$ cat src/rtl/adc_ok_reader_pkg.sv
// rtl/adc_ok_reader_pkg.sv - shared types and constants for the ADC reader
package adc_ok_reader_pkg;

  localparam int SAMPLE_BITS    = 16;
  localparam int DEF_SCLK_DIV   = 2;
  localparam int DEF_FIFO_DEPTH = 8;

  typedef enum logic [2:0] {
    ST_IDLE     = 3'd0,
    ST_CS_SETUP = 3'd1,
    ST_SHIFT    = 3'd2,
    ST_CS_HOLD  = 3'd3,
    ST_PUSH_HI  = 3'd4,
    ST_PUSH_LO  = 3'd5
  } reader_state_e;

  function automatic logic [7:0] sample_byte(input logic [15:0] s, input logic hi);
    return hi ? s[15:8] : s[7:0];
  endfunction

endpackage

$ cat src/rtl/adc_ok_reader_if.sv
// rtl/adc_ok_reader_if.sv - host pipe-out byte interface
interface adc_ok_reader_if;

  logic [7:0] dout;
  logic       dout_valid;
  logic       dout_rd;

  modport master (
    output dout,
    output dout_valid,
    input  dout_rd
  );

  modport slave (
    input  dout,
    input  dout_valid,
    output dout_rd
  );

endinterface

$ cat src/rtl/byte_fifo_fwft.sv
// rtl/byte_fifo_fwft.sv - first-word-fall-through byte FIFO, power-of-two depth
module byte_fifo_fwft #(
  parameter int DEPTH = 8,
  parameter int AW    = $clog2(DEPTH)
) (
  input  logic        clk,
  input  logic        rst,
  input  logic        wr_en,
  input  logic [7:0]  wr_data,
  input  logic        rd_en,
  output logic [7:0]  rd_data,
  output logic        empty,
  output logic [AW:0] count
);

  localparam logic [AW:0] FULL = (AW+1)'(DEPTH);

  logic [7:0]    mem [DEPTH];
  logic [AW-1:0] wr_ptr;
  logic [AW-1:0] rd_ptr;
  logic          do_wr;
  logic          do_rd;

  assign empty   = (count == '0);
  assign rd_data = mem[rd_ptr];
  assign do_rd   = rd_en && !empty;
  // A write into a full FIFO is accepted only when a pop frees the slot in the same cycle
  assign do_wr   = wr_en && ((count != FULL) || do_rd);

  always_ff @(posedge clk) begin
    if (do_wr) begin
      mem[wr_ptr] <= wr_data;
    end
  end

  always_ff @(posedge clk) begin
    if (!rst) begin
      wr_ptr <= '0;
      rd_ptr <= '0;
      count  <= '0;
    end else begin
      if (do_wr) begin
        wr_ptr <= wr_ptr + 1'b1;
      end
      if (do_rd) begin
        rd_ptr <= rd_ptr + 1'b1;
      end
      case ({do_wr, do_rd})
        2'b10:   count <= count + 1'b1;
        2'b01:   count <= count - 1'b1;
        default: count <= count;
      endcase
    end
  end

endmodule

$ cat src/rtl/adc_ok_reader.sv
// rtl/adc_ok_reader.sv - serial ADC conversion reader feeding a byte FIFO
module adc_ok_reader #(
  parameter int SCLK_DIV    = adc_ok_reader_pkg::DEF_SCLK_DIV,
  parameter int SAMPLE_BITS = adc_ok_reader_pkg::SAMPLE_BITS,
  parameter int FIFO_DEPTH  = adc_ok_reader_pkg::DEF_FIFO_DEPTH
) (
  input  logic            clk,
  input  logic            rst,
  input  logic            read_trig,
  input  logic            adc_dout,
  output logic            adc_cs,
  output logic            adc_sclk,
  adc_ok_reader_if.master pipe,
  output logic            busy,
  output logic            ack_data,
  output logic            overflow
);

  import adc_ok_reader_pkg::*;

  localparam int CNT_W  = $clog2(FIFO_DEPTH) + 1;
  localparam int HALF_W = $clog2(2 * SAMPLE_BITS);

  localparam logic [2:0] IDLE     = ST_IDLE;
  localparam logic [2:0] CS_SETUP = ST_CS_SETUP;
  localparam logic [2:0] SHIFT    = ST_SHIFT;
  localparam logic [2:0] CS_HOLD  = ST_CS_HOLD;
  localparam logic [2:0] PUSH_HI  = ST_PUSH_HI;
  localparam logic [2:0] PUSH_LO  = ST_PUSH_LO;

  localparam logic [7:0]        DIV_LAST  = 8'(SCLK_DIV - 1);
  localparam logic [HALF_W-1:0] HALF_LAST = HALF_W'(2 * SAMPLE_BITS - 1);
  // Highest occupancy that still leaves room for both bytes of a sample
  localparam logic [CNT_W-1:0]  PAIR_FIT  = CNT_W'(FIFO_DEPTH - 2);

  logic [2:0]             state;
  logic [7:0]             div_cnt;
  logic [HALF_W-1:0]      half_cnt;
  logic [SAMPLE_BITS-1:0] sample;

  logic                   fifo_wr;
  logic [7:0]             fifo_wdata;
  logic                   fifo_empty;
  logic [CNT_W-1:0]       fifo_count;

  assign busy       = (state != IDLE);
  assign ack_data   = (state == PUSH_LO);
  assign fifo_wr    = (state == PUSH_HI) || (state == PUSH_LO);
  assign fifo_wdata = sample_byte(16'(sample), state == PUSH_HI);

  always_ff @(posedge clk) begin
    if (!rst) begin
      state    <= IDLE;
      adc_cs   <= 1'b1;
      adc_sclk <= 1'b0;
      div_cnt  <= '0;
      half_cnt <= '0;
      sample   <= '0;
      overflow <= 1'b0;
    end else begin
      case (state)
        IDLE: begin
          if (read_trig) begin
            state  <= CS_SETUP;
            adc_cs <= 1'b0;
          end
        end
        CS_SETUP: begin
          state    <= SHIFT;
          adc_sclk <= 1'b0;
          div_cnt  <= '0;
          half_cnt <= '0;
        end
        SHIFT: begin
          if (div_cnt == DIV_LAST) begin
            div_cnt  <= '0;
            adc_sclk <= ~adc_sclk;
            half_cnt <= half_cnt + 1'b1;
            // Capture on the edge where sclk rises; the ADC changes data on the falling edge
            if (!adc_sclk) begin
              sample <= {sample[SAMPLE_BITS-2:0], adc_dout};
            end
            if (half_cnt == HALF_LAST) begin
              state  <= CS_HOLD;
              adc_cs <= 1'b1;
            end
          end else begin
            div_cnt <= div_cnt + 8'd1;
          end
        end
        CS_HOLD: begin
          if (fifo_count <= PAIR_FIT) begin
            state <= PUSH_HI;
          end else begin
            overflow <= 1'b1;
            state    <= IDLE;
          end
        end
        PUSH_HI: state <= PUSH_LO;
        PUSH_LO: state <= IDLE;
        default: state <= IDLE;
      endcase
    end
  end

  byte_fifo_fwft #(
    .DEPTH(FIFO_DEPTH)
  ) u_fifo (
    .clk     (clk),
    .rst     (rst),
    .wr_en   (fifo_wr),
    .wr_data (fifo_wdata),
    .rd_en   (pipe.dout_rd),
    .rd_data (pipe.dout),
    .empty   (fifo_empty),
    .count   (fifo_count)
  );

  assign pipe.dout_valid = !fifo_empty;

endmodule
$ cat src/flat_wrapper.sv
// flat-port wrapper written by rule: the top's interface ports become plain ports
module adc_ok_reader_flat import adc_ok_reader_pkg::*;
#(
  parameter int SCLK_DIV    = adc_ok_reader_pkg::DEF_SCLK_DIV,
  parameter int SAMPLE_BITS = adc_ok_reader_pkg::SAMPLE_BITS,
  parameter int FIFO_DEPTH  = adc_ok_reader_pkg::DEF_FIFO_DEPTH
)
  (clk, rst, read_trig, adc_dout, adc_cs, adc_sclk, busy, ack_data, overflow, pipe_dout, pipe_dout_valid, pipe_dout_rd);
  adc_ok_reader_if pipe_i ();
  input  logic clk;
  input  logic rst;
  input  logic read_trig;
  input  logic adc_dout;
  output logic adc_cs;
  output logic adc_sclk;
  output logic busy;
  output logic ack_data;
  output logic overflow;
  output wire logic [$bits(pipe_i.dout)-1:0] pipe_dout;
  output wire logic [$bits(pipe_i.dout_valid)-1:0] pipe_dout_valid;
  input wire logic [$bits(pipe_i.dout_rd)-1:0] pipe_dout_rd;
  assign pipe_dout = pipe_i.dout;
  assign pipe_dout_valid = pipe_i.dout_valid;
  assign pipe_i.dout_rd = pipe_dout_rd;
  adc_ok_reader #(.SCLK_DIV(SCLK_DIV), .SAMPLE_BITS(SAMPLE_BITS), .FIFO_DEPTH(FIFO_DEPTH)) u_core (.clk(clk), .rst(rst), .read_trig(read_trig), .adc_dout(adc_dout), .adc_cs(adc_cs), .adc_sclk(adc_sclk), .pipe(pipe_i), .busy(busy), .ack_data(ack_data), .overflow(overflow));
endmodule
$ cat config.mk
export PLATFORM = sky130hd
export DESIGN_NAME = adc_ok_reader_flat
export DESIGN_NICKNAME = d
export VERILOG_FILES = /design/src/rtl/adc_ok_reader_pkg.sv /design/src/rtl/adc_ok_reader_if.sv /design/src/rtl/byte_fifo_fwft.sv /design/src/rtl/adc_ok_reader.sv /design/src/flat_wrapper.sv
export SDC_FILE = /design/constraint.sdc
export NUM_CORES = 1
export LEC_CHECK = 0
export ABC_CLOCK_PERIOD_IN_PS = 3700
export BUFFER_PORTS_ARGS = -buffer_cell sky130_fd_sc_hd__clkbuf_2
export CORE_AREA = 10 10 135 75
export DETAILED_ROUTE_END_ITERATION = 6
export DIE_AREA = 0 0 145 85
export GPL_TIMING_DRIVEN = 0
export HOLD_SLACK_MARGIN = 0.12
export PLACE_DENSITY = 0.87
export SYNTH_ARGS = -nofsm -noshare
export SYNTH_HDL_FRONTEND = slang
export SYNTH_HIERARCHICAL = 1
export SYNTH_SLANG_ARGS = --single-unit
export TNS_END_PERCENT = 20
$ cat constraint.sdc
create_clock -name clk -period 3.7 [get_ports clk]
set_input_delay 0 -clock clk [delete_from_list [all_inputs] [get_ports clk]]
set_output_delay 0 -clock clk [all_outputs]
set_load 0.1 [all_outputs]
Yosys cells after proc, flatten, opt, wreduce, memory -nomap -nowiden
Memories as Yosys holds them, arrays and structs flattened. A register that Yosys moved wholly into a read port is not among the register bits.
Index checks and enable logic that the tools add are counted.

cells by class
  add/sub/neg operators = 6
  $lt $le $gt $ge = 1
  eq/ne operators = 13
  mux-type cells = 21
  bitwise logic cells = 2
  reduce and logical (&&, ||, !) cells = 16

operator list
  operator                                              number
  2-to-1 mux 3 bit                                      6
  2-to-1 mux 8 bit                                      2
  one-hot mux 8 bit (2 select lines)                    1
  one-hot mux 3 bit (5 select lines)                    1
  one-hot mux 5 bit (2 select lines)                    1
  adder 8 x 1 -> 8 bit (second input constant)          1
  == test 8 x 1 -> 1 bit (second input constant)        1
  one-hot mux 4 bit (2 select lines)                    1
  adder 3 x 1 -> 3 bit (second input constant)          2
  == test 3 x 2 -> 1 bit (second input constant)        2
  == test 3 bit (second input constant)                 2
  2-to-1 mux 1 bit                                      6
  AND reduction 3 bit                                   2
  nonzero test 2 bit                                    3
  adder 5 x 1 -> 5 bit (second input constant)          1
  == test 5 bit (second input constant)                 1
  2-to-1 mux 5 bit                                      1
  adder 4 x 1 -> 4 bit (second input constant)          1
  <= comparator 4 x 3 -> 1 bit (second input constant)  1
  zero test 4 bit                                       1
  != test 2 x 1 -> 1 bit (second input constant)        2
  != test 4 bit (second input constant)                 1
  one-hot mux 1 bit (2 select lines)                    2
  AND reduction 2 bit                                   2
  12 further kinds                                      15

storage, ports and cells
  register bits = 45
  RAM bits = 64
  input port bits = 5
  output and inout port bits = 14
  word-level logic and storage cells = 70
  memories kept = 1

memory list
  memory             depth  bits a word  rd ports  clocked after Yosys merged registers in  write ports  line                  text
  u_core.u_fifo.mem  8      8            1         1                                        1            byte_fifo_fwft.sv:18  logic [7:0] mem [DEPTH];

Depth between registers and ports, before layout
  depth after elaboration = 7
  mapped depth = 10
  depth with buffers taken out = 9

By module
The synthesis kept the hierarchy.

modules (own cells, without submodules)
  module          instances  cells an instance  area an instance (µm²)  sequential area each (µm²)
  byte_fifo_fwft  1          180                3200.6                  2182.1
  adc_ok_reader   1          200                1740.4                  700.7

Worst setup path after synthesis
No wires, ideal clock.

  path kind = flip-flop to flip-flop
  start = register u_core.u_fifo.count[0]
  end = register u_core.u_fifo.count[3]
  setup time = 0.064 ns
  data arrival time = 2.337 ns
  required time = 3.636 ns
  path slack = 1.299 ns
  stages on the path, launching flop included = 11
  path buffers = 1
  clock period less this slack = 2.401 ns
  cell sequence = dfxtp_1 or3_1 buf_2 o21ai_2 or2_2 inv_1 ha_1 a21oi_1 nand2_1 or4_1 nand4_1

on the way
  cells in the longest elaborated chain, start to end = 7
  elaborated cells between the ends (all ways) = 12
  those cells by class = 2 x add/sub; 3 x eq/ne; 1 x mux; 6 x reduce/logical

ends and longest elaborated chain
  item                                                                      line                  text
  start: declaration                                                        byte_fifo_fwft.sv:13  output logic [AW:0] count
  start signal: assignment                                                  byte_fifo_fwft.sv:49  2'b10: count <= count + 1'b1;
  start signal: assignment                                                  byte_fifo_fwft.sv:50  2'b01: count <= count - 1'b1;
  start signal: assignment                                                  byte_fifo_fwft.sv:51  default: count <= count;
  zero test 4 bit                                                           byte_fifo_fwft.sv:24  assign empty = (count == '0);
  zero test 1 bit                                                           byte_fifo_fwft.sv:26  assign do_rd = rd_en && !empty;
  logical AND 1 bit                                                         byte_fifo_fwft.sv:26
  logical OR 1 bit                                                          byte_fifo_fwft.sv:28  assign do_wr = wr_en && ((count != FULL) || do_rd);
  logical AND 1 bit                                                         byte_fifo_fwft.sv:28
  == test 2 x 1 -> 1 bit or == test 2 bit (tied branches)                   byte_fifo_fwft.sv:48  case ({do_wr, do_rd})
  one-hot mux 4 bit (2 select lines) or nonzero test 2 bit (tied branches)  --

Several ways; a longest one is shown, not always the timed one.
A chain may end at the register's enable or synchronous reset.

Worst setup path after layout
  start = register u_core.div_cnt[0]
  end = register u_core.adc_cs

on the way
  cells in the longest elaborated chain, start to end = 3

ends and longest elaborated chain
  item                                     line                 text
  start: declaration                       adc_ok_reader.sv:37  logic [7:0] div_cnt;
  start signal: assignment                 adc_ok_reader.sv:88  div_cnt <= div_cnt + 8'd1;
  == test 8 x 1 -> 1 bit                   adc_ok_reader.sv:75  if (div_cnt == DIV_LAST) begin
  != test 2 x 1 -> 1 bit (no source line)  --
  AND reduction 4 bit (no source line)     --
  end signal: assignment                   adc_ok_reader.sv:54  adc_cs <= 1'b1;
  end signal: assignment                   adc_ok_reader.sv:65  adc_cs <= 1'b0;
  end signal: assignment                   adc_ok_reader.sv:85  adc_cs <= 1'b1;
  end: declaration                         adc_ok_reader.sv:11  output logic adc_cs,

No other way between the ends.

==> results.py <==
metrics = {
    "cells_and_area": {
        "layout-drive-gt1-share_pct": 24.22,
        "nets": 426,
        "final_common_cell": "edfxtp_1",
        "final_cell_mix": "64 x edfxtp_1, 48 x dfxtp_1, 36 x nand2_1",
        "stdcell_count": 529,
        "final_cell_area_um2": 5515,
        "antenna_cells": 0,
        "syn2layout_area_growth_pct": 11.62,
        "nFillCells": 532,
    },
    "pwr": {
        "p_clk_share_pct": 28.4,
        "p_leak_nw": 1.936,
        "p_int_mw": 2.139,
        "power.total_mw": 3.302,
        "ir_drop_mv": 0.3866,
        "power.switching_mw": 1.163,
        "swShare_pct": 35.23,
        "seqPwrFrac_pct": 42.0,
        "powerDensity_nw_per_um2": 598.7,
        "p_comb_share_pct": 29.7,
    },
    "clock_network": {
        "cts_made_buffers": 9,
        "cts_tree": "done",
        "htreeDepth": 3,
        "cts_hold_buf": 5,
        "clk_pin_slew_ns": 0.07,
        "clock_latency_ns": 0.35,
        "cts_buffer_depth": 2,
        "cts-resized-gates": 0,
        "cts_root_buffer": "clkbuf_16",
        "cts_setup_buffers": 0,
        "cts.sinks": 112,
    },
    "status": {
        "outcome": "completed",
    },
    "setup_path": {
        "critPathKind": "reg -> reg",
        "crit_fanout": 7,
        "end_kind": "flip-flop",
        "cp.required_ns": 4.00,
        "start_kind": "flip-flop",
        "cp_data_arrival_time_ns": 3.11,
    },
    "logic_synthesis": {
        "synth_nets": 394,
        "synth_top_area_share_pct": 38.90,
        "synth_top_area_cell": "edfxtp_1",
        "synth_edf_count": 64,
        "synthesis.area_um2": 4941,
        "synth-seq-cells": 112,
        "synthTopCellsByArea": "edfxtp_1 39%, dfxtp_1 19%, mux4_1 5.3%",
        "seq_area_frac_synth_pct": 58.34,
        "yosysWarnings": 6,
        "async_reset_ff_share_pct": 0,
        "syn-instance-count": 380,
        "avgSynthCellArea_um2": 13.00,
        "synth-main-ff-cell": "edfxtp_1",
        "ys_types": 59,
    },
    "floorplan": {
        "start_util_pct": 63.36,
        "die_width_um": 145,
        "dieArea_um2": 12330,
        "io-pin-count": 19,
        "dieHeight_um": 85,
        "row_count": 23,
        "core_area_um2": 7799,
    },
    "sta": {
        "finalCritPeriodShare_pct": 75.97,
        "worst_slew_pin_slew_ns": 0.9899,
        "fmax_mhz": 355.8,
        "report.final.slew_viol_count": 0,
        "setup_viol": 0,
        "relSlewSlack_pct": 33.76,
        "min_period_ns": 2.811,
        "finalSetupTns_ns": 0,
        "skew_ns": 0.009790,
        "grt_setup_unrepaired": "no",
        "hold_viol_final": 0,
    },
    "detailed_routing": {
        "drt_iter0_drc": 329,
        "ant_nets": 0,
        "wirelength_um": 10510,
        "avgRoutedWirePerCell_um": 19.88,
        "first_pass_iters": 5,
        "drc": 0,
        "vias": 3259,
        "via_per_inst": 6.161,
    },
    "placed_design": {
        "place.gp.congestion": 0.8252,
        "dp_cells": 508,
        "post_dp_cell_area_um2": 5161,
        "dp_hpwl_um": 7240,
        "portBuffers": 16,
    },
    "global_routing": {
        "overflow": 0,
        "grt_max_degree": 22,
        "grt_usage_pct": 17.46,
        "antenna_found_initial": 0,
        "grt_pass1_wl_um": 16940,
        "grt_pass1_vias": 3178,
    },
    "job": {
        "cap_viol_max_count": 0,
    },
    "min_path": {
        "hp-class": "in -> reg",
    },
}
[layer usage]
layer	up-vias	GRT usage (%)	wire [um]
met2	151	27.65	4849
li1	1485	-	-
met4	0	7.189	212
met1	1604	22.72	4684
met5	-	0	0
met3	19	4.290	768
[Yosys cell counts, drive strengths merged (3+ instances only)]
cell	count
a211oi	3
a31oi	8
ha	8
edfxtp	64
inv	8
nand2b	5
and3	4
nand2	46
xnor2	6
nor2	29
dfxtp	48
xor2	3
a21oi	23
mux4	16
nor2b	3
mux2	17
o211ai	4
o21a	3
nor3	8
clkbuf	8
o21ai	8
nand4	5
buf	13
nand3	11
[power groups by stage]
| stage | Combinational (mW) | Sequential [mW] | Clock [mW] |
|---|---|---|---|
| 6_report | 0.980 | 1.39 | 0.936 |
| 5_1_grt | 1.04 | 1.39 | 1.01 |
| 4_1_cts | 0.980 | 1.38 | 0.957 |
| 3_5_place_dp | 0.966 | 1.41 | 0 |
| 3_3_place_gp | 0.937 | 1.41 | 0 |
| 2_1_floorplan | 0.805 | 1.42 | 0 |
[area by class of cell]
| type | instances | area (um^2) | share of cell area (%) |
|---|---|---|---|
| Inverter | 10 | 37.54 | 0.6806 |
| Buffer | 21 | 145.1 | 2.632 |
| Clock buffer | 9 | 225.2 | 4.083 |
| Timing Repair Buffer | 21 | 130.1 | 2.359 |
| Tap cell | 112 | 140.1 | 2.541 |
| Sequential cell | 112 | 2883 | 52.27 |
| Clock inverter | 7 | 68.82 | 1.248 |
| Multi-Input combinational cell | 237 | 1886 | 34.19 |
[critical path, stage by stage (launching register included)]
cell and delay, ns:
dfxtp_1 0.44, ha_1 0.26, nor4b_1 0.78, nand3_1 0.44
o211ai_1 0.28, dlygate4sd3_1 0.56
[logic make-up after synthesis]
| family | synth area share [%] |
|---|---|
| xor gates and xnor gates | 1.595 |
| and+or+nand+nor | 13.32 |
| DFF | 58.34 |
| muxes | 12.33 |
| buffers and inverters | 3.697 |
| AOI/OAI and AO/OA | 8.281 |
| adders and majority gates | 2.431 |
[worst paths after layout]
path / cells after the start / slack [ns] / start / end
setup / recovery: 5 / 0.89 / u_core/div_cnt[0]$_SDFFE_PN0P_ / u_core/adc_cs$_SDFFE_PN1P_
hold reg to reg: 2 / 0.47 / u_core/sample[1]$_SDFFE_PN0P_ / u_core/sample[1]$_SDFFE_PN0P_
hold / removal: 4 / 0.44 / adc_dout / u_core/sample[0]$_SDFFE_PN0P_
setup reg to reg: 5 / 0.89 / u_core/div_cnt[0]$_SDFFE_PN0P_ / u_core/adc_cs$_SDFFE_PN1P_
[registers in the layout, summed over array words and instances (netlist names), named ones only]
| register | cells |
|---|---|
| u_core/u_fifo/count | 4 |
| u_core/state | 3 |
| u_core/overflow | 1 |
| u_core/u_fifo/rd_ptr | 3 |
| u_core/sample | 16 |
| u_core/u_fifo/mem | 64 |
| u_core/half_cnt | 5 |
| u_core/u_fifo/wr_ptr | 3 |
| u_core/adc_sclk | 1 |
| u_core/adc_cs | 1 |
| u_core/div_cnt | 8 |
[through the flow]
stage          hold WS (ns)  utilization [%]  worst slack, ns
2_1_floorplan        0.1526                -            1.299
3_3_place_gp         0.2428            66.18           0.9697
3_5_place_dp         0.2452            66.18           0.8764
4_1_cts              0.4346            70.59           0.8336
5_1_grt              0.4553            70.72           0.7328
6_report             0.4356            70.72           0.8892
No activity file was read; power rests on OpenSTA's default activity.
